<file path="config.mk">
export PLATFORM = sky130hd
export DESIGN_NAME = roll_uart_tx
export DESIGN_NICKNAME = d
export VERILOG_FILES = /design/src/rtl/roll_uart_pkg.sv /design/src/rtl/uart_byte_tx.sv /design/src/rtl/roll_uart_tx.sv
export SDC_FILE = /design/constraint.sdc
export NUM_CORES = 1
export LEC_CHECK = 0
export BUFFER_PORTS_ARGS = -buffer_cell sky130_fd_sc_hd__buf_2
export CORE_UTILIZATION = 60
export CTS_CLUSTER_DIAMETER = 120
export DETAILED_ROUTE_END_ITERATION = 6
export PLACE_DENSITY = 0.85
export SLEW_MARGIN = 20
export SYNTH_ARGS = -nofsm -noshare
export SYNTH_HDL_FRONTEND = slang
export SYNTH_HIERARCHICAL = 1
export SYNTH_SLANG_ARGS = --single-unit
</file>
<file path="constraint.sdc">
create_clock -name i_clk -period 3.1 [get_ports i_clk]
set_clock_uncertainty 0.05 [all_clocks]
set_input_delay 0.62 -clock i_clk [delete_from_list [all_inputs] [get_ports i_clk]]
set_output_delay 0.62 -clock i_clk [all_outputs]
set_load 0.005 [all_outputs]
</file>
<file path="src/rtl/roll_uart_pkg.sv">
// Shared types and constants for the die-roll UART transmitter.
// ROLL_UART_TX_PARITY_EN adds an even-parity bit and the PARITY state.
package roll_uart_pkg;

  typedef enum logic [2:0] {
    ST_IDLE   = 3'd0,
    ST_START  = 3'd1,
    ST_DATA   = 3'd2,
`ifdef ROLL_UART_TX_PARITY_EN
    ST_PARITY = 3'd3,
`endif
    ST_STOP   = 3'd4
  } uart_state_t;

  localparam logic [7:0] ASCII_ZERO = 8'h30;
  localparam logic [7:0] ASCII_CR   = 8'h0D;
  localparam logic [7:0] ASCII_LF   = 8'h0A;
  localparam int         MSG_BYTES  = 4;

  // Byte idx of the message for a roll: tens digit, ones digit, CR, LF.
  function automatic logic [7:0] msg_byte(input logic [4:0] roll, input logic [1:0] idx);
    logic [7:0] r8;
    logic [7:0] tens;
    logic [7:0] ones;
    r8   = {3'b000, roll};
    tens = r8 / 8'd10;
    ones = r8 % 8'd10;
    case (idx)
      2'd0:    msg_byte = ASCII_ZERO + tens;
      2'd1:    msg_byte = ASCII_ZERO + ones;
      2'd2:    msg_byte = ASCII_CR;
      default: msg_byte = ASCII_LF;
    endcase
  endfunction

endpackage

</file>
<file path="src/rtl/uart_byte_tx.sv">
// Single-byte 8N1 serializer (optional even parity under ROLL_UART_TX_PARITY_EN).
// Handshake: start is sampled in IDLE, or in the last cycle of STOP to chain bytes back-to-back.
module uart_byte_tx
  import roll_uart_pkg::*;
#(
  parameter int CLKS_PER_BIT = 434
) (
  input  logic       clk,
  input  logic       rst_n,
  input  logic       start,
  input  logic [7:0] data,
  output logic       tx,
  output logic       bit_end,
  output logic [2:0] state
);

  localparam int CNT_W = $clog2(CLKS_PER_BIT);
  localparam logic [CNT_W-1:0] CNT_LAST = CNT_W'(CLKS_PER_BIT - 1);

  uart_state_t      state_q;
  uart_state_t      state_d;
  logic [CNT_W-1:0] cnt_q;
  logic [2:0]       bit_q;
  logic [7:0]       shift_q;

  assign state   = state_q;
  assign bit_end = (state_q != ST_IDLE) && (cnt_q == CNT_LAST);

  always_comb begin
    state_d = state_q;
    case (state_q)
      ST_IDLE:   if (start) state_d = ST_START;
      ST_START:  if (bit_end) state_d = ST_DATA;
      ST_DATA: begin
        if (bit_end && (bit_q == 3'd7)) begin
`ifdef ROLL_UART_TX_PARITY_EN
          state_d = ST_PARITY;
`else
          state_d = ST_STOP;
`endif
        end
      end
`ifdef ROLL_UART_TX_PARITY_EN
      ST_PARITY: if (bit_end) state_d = ST_STOP;
`endif
      ST_STOP:   if (bit_end) state_d = start ? ST_START : ST_IDLE;
      default:   state_d = ST_IDLE;
    endcase
  end

  always_comb begin
    tx = 1'b1;
    case (state_q)
      ST_START:  tx = 1'b0;
      ST_DATA:   tx = shift_q[bit_q];
`ifdef ROLL_UART_TX_PARITY_EN
      ST_PARITY: tx = ^shift_q;
`endif
      default:   tx = 1'b1;
    endcase
  end

  // Data is latched at the end of the start bit, so the caller may settle it during START.
  always_ff @(posedge clk or negedge rst_n) begin
    if (!rst_n) begin
      state_q <= ST_IDLE;
      cnt_q   <= '0;
      bit_q   <= '0;
      shift_q <= '0;
    end else begin
      state_q <= state_d;
      if ((state_q == ST_IDLE) || bit_end) cnt_q <= '0;
      else                                 cnt_q <= cnt_q + 1'b1;
      if (state_d == ST_IDLE)                    bit_q <= '0;
      else if ((state_q == ST_DATA) && bit_end)  bit_q <= bit_q + 3'd1;
      if ((state_q == ST_START) && bit_end) shift_q <= data;
    end
  end

endmodule

</file>
<file path="src/rtl/roll_uart_tx.sv">
// Die-roll reporter: captures a 0..31 roll and transmits it as "NN\r\n" over UART.
// ROLL_UART_TX_PARITY_EN enables an even-parity bit per byte in the serializer.
module roll_uart_tx
  import roll_uart_pkg::*;
#(
  parameter int CLKS_PER_BIT = 434
) (
  input  logic       i_clk,
  input  logic       i_reset_n,
  input  logic [4:0] i_dieRoll,
  input  logic       i_roll_valid,
  output logic       o_ready,
  output logic       o_busy,
  output logic       o_uart
);

  localparam logic [1:0] LAST_BYTE = 2'(MSG_BYTES - 1);

  logic       busy_q;
  logic [4:0] roll_q;
  logic [1:0] byte_idx_q;
  logic       accept;
  logic       byte_done;
  logic       tx_start;
  logic       bit_end;
  logic [2:0] tx_state;
  logic [7:0] tx_byte;

  assign accept    = i_roll_valid && !busy_q;
  assign byte_done = bit_end && (tx_state == ST_STOP);
  // Chaining the next start into the last stop cycle keeps bytes gap-free.
  assign tx_start  = accept || (byte_done && (byte_idx_q != LAST_BYTE));
  assign tx_byte   = msg_byte(roll_q, byte_idx_q);
  assign o_ready   = !busy_q;
  assign o_busy    = busy_q;

  always_ff @(posedge i_clk or negedge i_reset_n) begin
    if (!i_reset_n) begin
      busy_q     <= 1'b0;
      roll_q     <= '0;
      byte_idx_q <= '0;
    end else if (accept) begin
      busy_q     <= 1'b1;
      roll_q     <= i_dieRoll;
      byte_idx_q <= '0;
    end else if (byte_done) begin
      if (byte_idx_q == LAST_BYTE) begin
        busy_q     <= 1'b0;
        byte_idx_q <= '0;
      end else begin
        byte_idx_q <= byte_idx_q + 2'd1;
      end
    end
  end

  uart_byte_tx #(
    .CLKS_PER_BIT(CLKS_PER_BIT)
  ) u_byte_tx (
    .clk    (i_clk),
    .rst_n  (i_reset_n),
    .start  (tx_start),
    .data   (tx_byte),
    .tx     (o_uart),
    .bit_end(bit_end),
    .state  (tx_state)
  );

endmodule
</file>
# Word level (Yosys, flattened, before mapping)
# Index checks and enable logic that the tools add are counted.
dict set report word_totals {
  wordCells 61
  output_inout_bits 3
  reg_bits 31
  in_bits 8
}
dict set report classes {
  n_lt_le_gt_ge 1
  n_div 2
  n_reduce_logical 18
  n_addsub 5
  muxes 19
  n_eq_ne 9
}
# operator n
set ops {}
lappend ops {{$pmux 8 s3} 1}
lappend ops {{$mux 3} 6}
lappend ops {{$add 6x8->8 const A} 2}
lappend ops {{$pmux 3 s4} 1}
lappend ops {{$add 9x1->9 const B} 1}
lappend ops {{$eq 9x9->1 const B} 1}
lappend ops {{$mux 9} 1}
lappend ops {{$div 5x4->8 const B} 1}
lappend ops {{$mod 5x4->8 const B} 1}
lappend ops {{$logic_and 1x1->1} 7}
lappend ops {{$eq 3x3->1 const B} 2}
lappend ops {{$logic_not 3->1} 2}
lappend ops {{$mux 2} 3}
lappend ops {{$reduce_bool 2->1} 3}
lappend ops {{$mux 1} 5}
lappend ops {{$eq 2x2->1 const B} 2}
lappend ops {{$lt 3x4->1 const B} 1}
lappend ops {{$add 3x1->3 const B} 1}
lappend ops {{$bmux 1 s3} 1}
lappend ops {{$eq 3x1->1 const B} 1}
lappend ops {{$eq 3x2->1 const B} 1}
lappend ops {{$reduce_bool 3->1} 1}
lappend ops {{$add 2x1->2 const B} 1}
lappend ops {{$eq 2x1->1 const B} 1}
lappend ops {{other kinds (6)} 7}

# Depth between registers and ports, before layout
dict set report depth {
  word_depth 10
  ltp_mapped 8
  ltp_nobuf 8
}

# Modules after synthesis
# Netlist, hierarchy kept.
# mod seq_area_each_um2 instances cells_per_inst area_per_inst_um2
set modules_own_cells {}
lappend modules_own_cells {uart_byte_tx 575.6 1 106 1216.2}
lappend modules_own_cells {roll_uart_tx 200.2 1 65 620.6}

# Worst setup path before layout
# OpenSTA, ideal clock, no wires.
dict set report synth_path {
  kind {register to register}
  from {register u_byte_tx.cnt_q[1]}
  to {register u_byte_tx.bit_q[1]}
  path_buffers 0
  required_time_ps 2946
  arrival_ps 1821
  setup_slack_ps 1125
  setup_ps 104
  synth_period_minus_slack_ps 1975
  stages_incl_launch_ff 9
  path_cell_list {dfrtp_1 -> inv_1 -> ha_1 -> nand4b_1 -> nor3_1 -> nand4bb_4 -> o21bai_1 -> a21oi_1 -> a221oi_1}
}
dict set report synth_via {
  elab_chain_len 10
  word_cells_on_any_way 16
  cone_classes {eq/ne: 1; mux: 7; reduce/logical: 8}
}
# element line_no
set synth_lines {}
lappend synth_lines {{start, declared} uart_byte_tx.sv:22} ;# logic [CNT_W-1:0] cnt_q;
lappend synth_lines {{start signal, assigned} uart_byte_tx.sv:73} ;# else cnt_q <= cnt_q + 1'b1;
lappend synth_lines {{$eq 9x9->1 *} uart_byte_tx.sv:27} ;# assign bit_end = (state_q != ST_IDLE) && (cnt_q == CNT_LAST);
lappend synth_lines {{$logic_and 1x1->1 *} uart_byte_tx.sv:27}
lappend synth_lines {{named net bit_end} roll_uart_tx.sv:25} ;# logic bit_end;
lappend synth_lines {{$logic_and 1x1->1 *} roll_uart_tx.sv:30} ;# assign byte_done = bit_end && (tx_state == ST_STOP);
lappend synth_lines {{$logic_and 1x1->1 *} roll_uart_tx.sv:32} ;# assign tx_start = accept || (byte_done && (byte_idx_q != LAST_BYTE));
lappend synth_lines {{$logic_or 1x1->1 *} roll_uart_tx.sv:32}
lappend synth_lines {{named net tx_start} roll_uart_tx.sv:24} ;# logic tx_start;
lappend synth_lines {{$mux 1} uart_byte_tx.sv:46} ;# ST_STOP: if (bit_end) state_d = start ? ST_START : ST_IDLE;
lappend synth_lines {{$mux 3} uart_byte_tx.sv:46}
lappend synth_lines {{$pmux 3 s4 *} uart_byte_tx.sv:31} ;# case (state_q)
lappend synth_lines {{$logic_not 3->1 *} uart_byte_tx.sv:74} ;# if (state_d == ST_IDLE) bit_q <= '0;
lappend synth_lines {{$mux 3 / $reduce_bool 2->1 (equally long branches)} -}
lappend synth_lines {{end signal, assigned} uart_byte_tx.sv:75} ;# else if ((state_q == ST_DATA) && bit_end) bit_q <= bit_q + 3'd1;
lappend synth_lines {{end, declared} uart_byte_tx.sv:23} ;# logic [2:0] bit_q;
# Mark *: on every way through the listed nets, which the timed path passes. The rest lies on a longest branch.
# A chain may end at the register's enable or synchronous reset.

# Final worst setup path
dict set report layout_path {
  from {register u_byte_tx.bit_q[0]}
  to {output o_uart}
}
dict set report layout_via {
  elab_chain_len 3
}
# element line_no
set layout_lines {}
lappend layout_lines {{$bmux 1 s3} uart_byte_tx.sv:55} ;# ST_DATA: tx = shift_q[bit_q];
lappend layout_lines {{$mux 1 (implied by the code)} uart_byte_tx.sv:55}
lappend layout_lines {{$pmux 1 s2} uart_byte_tx.sv:53} ;# case (state_q)
lappend layout_lines {{end, declared} roll_uart_tx.sv:14} ;# output logic o_uart
# Every way passes these cells. The select of a mux whose other input is x is not followed.

==> flow_summary.json <==
{
  "status": "finished, final reports clean",
  "crit_path_end_kind": "output port",
  "finalWirelength_um": 3550,
  "dp_slack_ps": 825,
  "worst_slew_pin_slew_ps": 680,
  "hold_violations": 0,
  "worstPathArrival_ps": 1710,
  "initial_core_util_pct": 64.9,
  "leakage_nw": 0.844,
  "mostFrequentLayoutCell": "dfrtp_1",
  "synth_area_leaders": "dfrtp_1 42%, mux2_2 7.4%, ha_1 5.4%, o21ai_0 2.5%, mux4_2 2.5%",
  "vias": 1363,
  "cts_resized": 0,
  "timing.final.crit_period_ps": 2380,
  "power.net_switching_w": 0.000166,
  "worstPathMaxFanout": 5,
  "p_comb_share_pct": 6.4,
  "grt_max_degree": 32,
  "finalSetupTns_ps": 0,
  "htreeDepth": 2,
  "slowest_stage": "mux4_2",
  "p_seq_share_pct": 59.8,
  "setup_viol": 0,
  "ys_seq_area_share_pct": 42.2,
  "drv_cap": 0,
  "internal_power_w": 0.000536,
  "hold_class": "input port to asynchronous set/reset pin",
  "setup_ws_ps": 723,
  "synth-seq-cells": 31,
  "fin_nets": 200,
  "drt_iter0_markers": 32,
  "regToRegSetupSlack_ps": 780,
  "cts_tree": "yes",
  "ctsHoldBuffers": 0,
  "rows": 19,
  "globalplace.congestion": 0.917,
  "power_frac_clock_pct": 33.8,
  "critPathKind": "flip-flop to output port",
  "finalCritPeriodShare_pct": 76.7,
  "antenna_found_initial": 0,
  "antenna_cells": 0,
  "ys.flop_type": "dfrtp_1",
  "r2r-end": "u_byte_tx/bit_q[2]$_DFFE_PN0P_",
  "ioPinCount": 11,
  "crit_path_start_kind": "flip-flop",
  "rr_worst_depth": 8,
  "worstPathRequired_ps": 2430,
  "synth_cell_types": 54,
  "r2r-start": "u_byte_tx/cnt_q[1]$_DFF_PN0_",
  "grtUsageTotal_pct": 24.8,
  "post_cts_buffers": 0,
  "cts.sinks": 31,
  "ir_worst_vdd_mv": 0.298,
  "dp_hpwl_um": 2640,
  "slew_violations": 0,
  "core_area_um2": 2830,
  "die-height_um": 57.3,
  "postRouteAntennaNets": 0,
  "most-common-layout-cells": "31 x dfrtp_1, 12 x mux2_2, 10 x inv_1, 10 x buf_2, 9 x o21ai_0",
  "clockBufferDepth": 2,
  "yosysWarnings": 6,
  "via_per_inst": 6.34,
  "firstDrtPassIters": 4,
  "cpPeakStageDelay_ps": 530,
  "syn_area_um2": 1840,
  "avgSynthCellArea_um2": 10.7,
  "worstPathCellList": "mux4_2, mux2i_1, a21oi_1, buf_2",
  "slew_headroom_pct": 54.7,
  "grt_pass1_vias": 1336,
  "drive_above_1_share_pct": 22.8,
  "wire_per_inst_um": 16.5,
  "fmax_mhz": 421,
  "grt_pass1_wl_um": 6070,
  "die-area_um2": 3290,
  "chipWidth_um": 57.3,
  "p_sw_share_pct": 23.6,
  "power_density_nw_per_um2": 358,
  "synthArstFlopShare_pct": 100,
  "area_delta_synth_final_pct": 6.68,
  "numCtsBuffers": 5,
  "insertion_delay_ps": 330,
  "portBuffers": 10,
  "netlist_instances": 171,
  "gr-total-overflow": 0,
  "yosysTopAreaCellShare_pct": 42.2,
  "synth_top_area_cell": "dfrtp_1",
  "clkTransAtPathRegs_ps": 90,
  "rsz0062_at_grt": "false",
  "root_buffer": "clkbuf_4",
  "drc": 0,
  "synth_edf_count": 0
}
## area by class of cell
| cell class | count | area, um^2 |
|---|---|---|
| clock buffer | 6 | 51.3 |
| clock inverter | 1 | 5.00 |
| fill | 230 | 870 |
| inverter | 10 | 37.5 |
| multi-input combinational | 124 | 986 |
| sequential | 31 | 776 |
| tap | 31 | 38.8 |
| timing repair buffer | 12 | 65.1 |
## critical path: cells and delay by family (launching register included)
| family | cells | cell delay, ps |
|---|---|---|
| AOI/OAI and AO/OA | 1 | 80 |
| DFF | 1 | 480 |
| muxes | 2 | 690 |
| buffers and inverters | 1 | 130 |
## sequential cells by signal (all words and copies together) (netlist names)
name	count
byte_idx_q	2
u_byte_tx/state	3
u_byte_tx/bit_q	3
o_busy	1
u_byte_tx/shift_q	8
u_byte_tx/cnt_q	9
roll_q	5
## per-layer routing
metal	global-route usage [%]	share of wire [%]
met3	5.44	4.2
met5	0	0
met1	32.0	44
met4	10.1	1.7
met2	41.0	50
## power by group through the flow
stage               sequential, W  combinational (W)  clock, W
floorplan                0.000423          0.0000307         0
finish                   0.000420          0.0000448  0.000237
CTS                      0.000419          0.0000453  0.000246
global placement         0.000426          0.0000429         0
global route             0.000421          0.0000510  0.000260
detailed placement       0.000427          0.0000451         0
## worst max path at each step
stage	start	endpoint	slack, ps	cells past startpoint
finish	u_byte_tx/bit_q[0]$_DFFE_PN0P_	o_uart	720	4
CTS	u_byte_tx/bit_q[0]$_DFFE_PN0P_	o_uart	690	4
global placement	u_byte_tx/cnt_q[1]$_DFF_PN0_	u_byte_tx/bit_q[1]$_DFFE_PN0P_	1010	8
floorplan	u_byte_tx/cnt_q[1]$_DFF_PN0_	u_byte_tx/bit_q[1]$_DFFE_PN0P_	1130	8
detailed placement	u_byte_tx/cnt_q[1]$_DFF_PN0_	u_byte_tx/bit_q[2]$_DFFE_PN0P_	830	8
global route	u_byte_tx/bit_q[0]$_DFFE_PN0P_	o_uart	620	4
## through the flow
stage               std cells  hold slack (ps)  power, W  utilization, %  area (um^2)
finish                    215              265  0.000701            69.3         1960
global route              215              312  0.000732            69.3         1960
floorplan                 172              274  0.000453               -         1840
CTS                       215              271  0.000711            69.3         1960
global placement          208              437  0.000469            67.3         1900
detailed placement        208              450  0.000473            67.3         1900
## cells by family after synthesis
| kind of cell | share of synthesized area, % |
|---|---|
| mux | 10.9 |
| flops | 42.2 |
| other cells | 0.204 |
| buf+inv | 4.29 |
| fa+ha+maj | 5.45 |
| simple gates | 20.2 |
| compound gates | 14.8 |
| xor+xnor | 1.91 |
## synth_stat cells, types with 2 or more instances
cell,number
dfrtp_1,31
mux2_2,12
inv_1,10
o21ai_0,9
a21oi_1,8
ha_1,8
nor2_1,8
nand2_1,5
nand4_1,5
or3_1,5
nand3_1,4
nor2b_1,4
a221oi_1,3
buf_2,3
nand2b_1,3
nor3_1,3
o31ai_1,3
a211oi_1,2
and2_1,2
and4b_1,2
clkbuf_1,2
mux2i_1,2
mux4_2,2
nor4bb_1,2
o211ai_1,2
xnor2_1,2
xor2_1,2
No activity file was read; power rests on OpenSTA's default activity.
